$ cat config.mk
export PLATFORM = sky130hd
export DESIGN_NAME = timer
export DESIGN_NICKNAME = d
export VERILOG_FILES = /design/src/rtl/timer.sv
export SDC_FILE = /design/constraint.sdc
export NUM_CORES = 1
export LEC_CHECK = 0
export CAP_MARGIN = 5
export CORE_ASPECT_RATIO = 0.75
export CORE_MARGIN = 2
export CORE_UTILIZATION = 63
export CTS_BUF_LIST = sky130_fd_sc_hd__clkbuf_8
export DETAILED_ROUTE_END_ITERATION = 8
export PLACE_DENSITY_LB_ADDON = 0.25
export SYNTH_ARGS = -nofsm -noshare
export SYNTH_HDL_FRONTEND = slang
export SYNTH_SLANG_ARGS = --single-unit
$ cat constraint.sdc
create_clock -name clk -period 3.5 [get_ports clk]
set_input_delay 0.7 -clock clk [delete_from_list [all_inputs] [get_ports clk]]
set_output_delay 0.7 -clock clk [all_outputs]
set_load 0.02 [all_outputs]
$ cat src/rtl/timer.sv
// timer: game countdown in milliseconds and rounded-up seconds, pausable, holds at zero
module timer #(
  parameter int GAME_LENGTH_SECONDS = 30,
  parameter int CLKS_PER_MS = 50000
) (
  input  logic clk,
  input  logic rst,
  input  logic enable,
  output logic [$clog2(GAME_LENGTH_SECONDS+1)-1:0] count_down_seconds,
  output logic [$clog2(1000*GAME_LENGTH_SECONDS+1)-1:0] count_down_milliseconds
);
  localparam int SW = $clog2(GAME_LENGTH_SECONDS+1);
  localparam int MW = $clog2(1000*GAME_LENGTH_SECONDS+1);
  localparam int PW = CLKS_PER_MS > 1 ? $clog2(CLKS_PER_MS) : 1;
  logic [PW-1:0] pre;
  logic [9:0] sub;
  logic run, last;
  always_comb begin
    run = enable && count_down_milliseconds != '0;
    last = pre == PW'(CLKS_PER_MS-1);
  end
  // sub counts ms elapsed in the current second, so seconds drops exactly when ms crosses a multiple of 1000
  always_ff @(posedge clk or posedge rst) begin
    if (rst) begin
      pre <= '0;
      sub <= '0;
      count_down_milliseconds <= MW'(1000*GAME_LENGTH_SECONDS);
      count_down_seconds <= SW'(GAME_LENGTH_SECONDS);
    end else if (run) begin
      pre <= last ? '0 : pre + 1'b1;
      if (last) begin
        count_down_milliseconds <= count_down_milliseconds - 1'b1;
        sub <= sub == 10'd999 ? '0 : sub + 1'b1;
        if (sub == 10'd999) count_down_seconds <= count_down_seconds - 1'b1;
      end
    end
  end
endmodule

==> flow_metrics.env <==
export IMPL_grt_pass1_vias=1836
export IMPL_drt_iter0_drc=207
export IMPL_worst_path_buf_inv=0
export IMPL_critPathTopFamily="simple AND/OR/NAND/NOR gates"
export IMPL_postCtsSetupRepairBufs=0
export IMPL_cts_buffer_depth=2
export IMPL_grt_setup_unrepaired="false"
export IMPL_die_x_um=74.62
export IMPL_ant_nets=0
export IMPL_portBuffers=22
export IMPL_period_needed_ns=2.510
export IMPL_synth_avg_cell_area_um2=9.817
export IMPL_ys_seq_area_share_pct=49.44
export IMPL_grt_antenna_before_repair=0
export IMPL_rows=19
export IMPL_grt_max_degree=26
export IMPL_dieArea_um2=4250
export IMPL_tritoncts="yes"
export IMPL_grt_ovfl_total=0
export IMPL_syn_cell_area_um2=2356
export IMPL_die_y_um=56.96
export IMPL_cts_made_buffers=5
export IMPL_setup_viol=0
export IMPL_critPathKind="reg2reg"
export IMPL_viasPerCell=6.167
export IMPL_finalWeightedCongestion=0.9062
export IMPL_synth_top_family_by_area="simple AND/OR/NAND/NOR gates"
export IMPL_grt_pass1_wl_um=8217
export IMPL_initial_utilization_pct=65.20
export IMPL_hold_path_class="reg2reg"
export IMPL_root_buffer="clkbuf_8"
export IMPL_drive_above_1_share_pct=10.90
export IMPL_power_leakage_nw=1.138
export IMPL_max_freq_ghz=0.3984
export IMPL_fin_skew_ns=0.002769
export IMPL_coreArea_um2=3613
export IMPL_yosys_mux_area_fraction_pct=0.4249
export IMPL_ys_warn_count=0
export IMPL_worst_pin_slew_ns=0.8897
export IMPL_finalCritPeriodShare_pct=71.72
export IMPL_nets=272
export IMPL_cp_max_fo=4
export IMPL_tns_ns=0
export IMPL_drcViolationCount=0
export IMPL_vias=1961
export IMPL_synth_compound_area_share_pct=9.665
export IMPL_hold_viol_final=0
export IMPL_crit_arrival_ns=2.75
export IMPL_final_common_cell="dfrtp_1"
export IMPL_hold_buffers=0
export IMPL_synthXorXnorAreaFrac_pct=9.294
export IMPL_synth_simple_area_share_pct=26.13
export IMPL_slew_violations=0
export IMPL_synth_cell_types=43
export IMPL_cts_resized=0
export IMPL_vdd_drop_max_uv=299.3
export IMPL_syn_inst=240
export IMPL_fin_total_pwr_mw=1.091
export IMPL_grt_usage_pct=25.78
export IMPL_cp_cell_sequence="or4_1, nor4_1, nor3b_1, nand2_1, xnor2_1"
export IMPL_ys_ff_latch=46
export IMPL_io_pins=23
export IMPL_critPathRequiredTime_ns=3.74
export IMPL_cp_slowest_stage_delay_ns=0.60
export IMPL_cts_sinks=46
export IMPL_end_kind="register"
export IMPL_drv_cap=0
export IMPL_slew_headroom_pct=40.32
export IMPL_power_density_nw_per_um2=398.2
export IMPL_layout_common_cells="dfrtp_1, nand2_1, clkdlybuf4s50_1"
export IMPL_status="finished clean"
export IMPL_clk_latency_ns=0.31
export IMPL_routedWlPerCell_um=15.64
export IMPL_syn_nets=247
export IMPL_drtPass1Iterations=5
export IMPL_place_hpwl_um=3438
export IMPL_cts_htree_levels=2
export IMPL_yosys_area_share_adder_pct=2.124
export IMPL_startpoint_type="register"
export IMPL_clk_pin_slew_ns=0.09
export IMPL_diodes=0
export IMPL_totalWireLength_um=4972
export IMPL_area_delta_synth_final_pct=16.25
export IMPL_cp_slowest_cell="or4_1"
==> power by group <==
part           switching, mW  internal (mW)
Clock                  0.192          0.212
Combinational         0.0513         0.0309
Sequential            0.0437          0.560
==> through the flow <==
stage	instances	util (%)	worst slack (ns)	hold WS (ns)	instance area (um2)
floorplan	240	-	1.131	0.4558	2356
global placement	310	72.65	1.067	0.4641	2625
detailed placement	310	72.65	1.032	0.4784	2625
CTS	318	75.80	1.018	0.4962	2739
global route	318	75.80	0.8325	0.5137	2739
finish	318	75.80	0.9899	0.4935	2739
==> path summary, 6_finish.rpt <==
kind / slack (ns) / endpoint / startpoint / cells after the start
worst max-delay path: 0.99 / count_down_milliseconds[12] / pre[12] / 5
worst min-delay path: 0.49 / count_down_milliseconds[14] / count_down_milliseconds[14] / 1
worst max register to register: 0.99 / count_down_milliseconds[12] / pre[12] / 5
worst min register to register: 0.49 / count_down_milliseconds[14] / count_down_milliseconds[14] / 1
max in group asynchronous: 1.94 / count_down_milliseconds[8] / rst / 3
min in group asynchronous: 0.77 / pre[1] / rst / 2
==> layer usage <==
metal  vias up  GRT usage (%)  share of wire [%]
li1        920              -                  -
met1       950          35.54                 46
met2        79          38.94                 46
met3        12          5.300                5.5
met4         0          13.01                2.6
met5         -              0                  0
==> registers in the layout, indices dropped and copies added, names as in the netlist <==
signal,cells
count_down_milliseconds,15
count_down_seconds,5
pre,16
sub,10
==> synth_stat cells (all sizes together) <==
cell / count / area share (%)
a211o: 1 / 0.37
mux2i: 1 / 0.42
xnor2: 14 / 5.2
inv: 6 / 0.96
nor2: 16 / 2.5
nand2: 29 / 4.6
a41oi: 1 / 0.37
o21ai: 17 / 3.6
a31oi: 2 / 0.53
buf: 3 / 1.2
o31ai: 7 / 2.2
ha: 4 / 2.1
clkbuf: 5 / 0.80
or4: 3 / 1.1
nor3b: 1 / 0.32
or3: 2 / 0.53
dfstp: 11 / 12
or4b: 1 / 0.42
nand2b: 2 / 0.53
and4: 3 / 1.1
xor2: 11 / 4.1
nand4b: 1 / 0.37
dfrtp: 35 / 37
o21a: 1 / 0.32
o41ai: 2 / 1.1
nor4bb: 1 / 0.42
and2: 2 / 0.53
or2: 2 / 0.53
and3: 3 / 0.80
nor2b: 2 / 0.53
nor4b: 1 / 0.37
a21o: 1 / 0.32
nor3: 10 / 2.3
nand4: 12 / 3.2
nand3: 15 / 3.2
nor4: 8 / 2.7
a21oi: 4 / 0.85
==> kinds of logic after synthesis <==
logic type | Yosys count
xor gates and xnor gates | 25
adders and majority gates | 4
AOI/OAI and AO/OA | 36
buffers and inverters | 14
DFF | 46
muxes | 1
and+or+nand+nor | 114
==> worst reg2reg max path, cell delays in order (launching register included) <==
cell,delay (ns)
dfrtp_1,0.44
or4_1,0.60
nor4_1,0.54
nor3b_1,0.56
nand2_1,0.14
xnor2_1,0.17
==> layout make-up <==
cell class                 count  area (um2)
fill                         249       874.6
tap                           52       65.06
clock buffer                   5       68.82
clock inverter                 3       45.04
multi-input combinational    180        1122
timing repair buffer          26       250.2
inverter                       6       22.52
sequential                    46        1165
(Power assumes the default switching activity.)
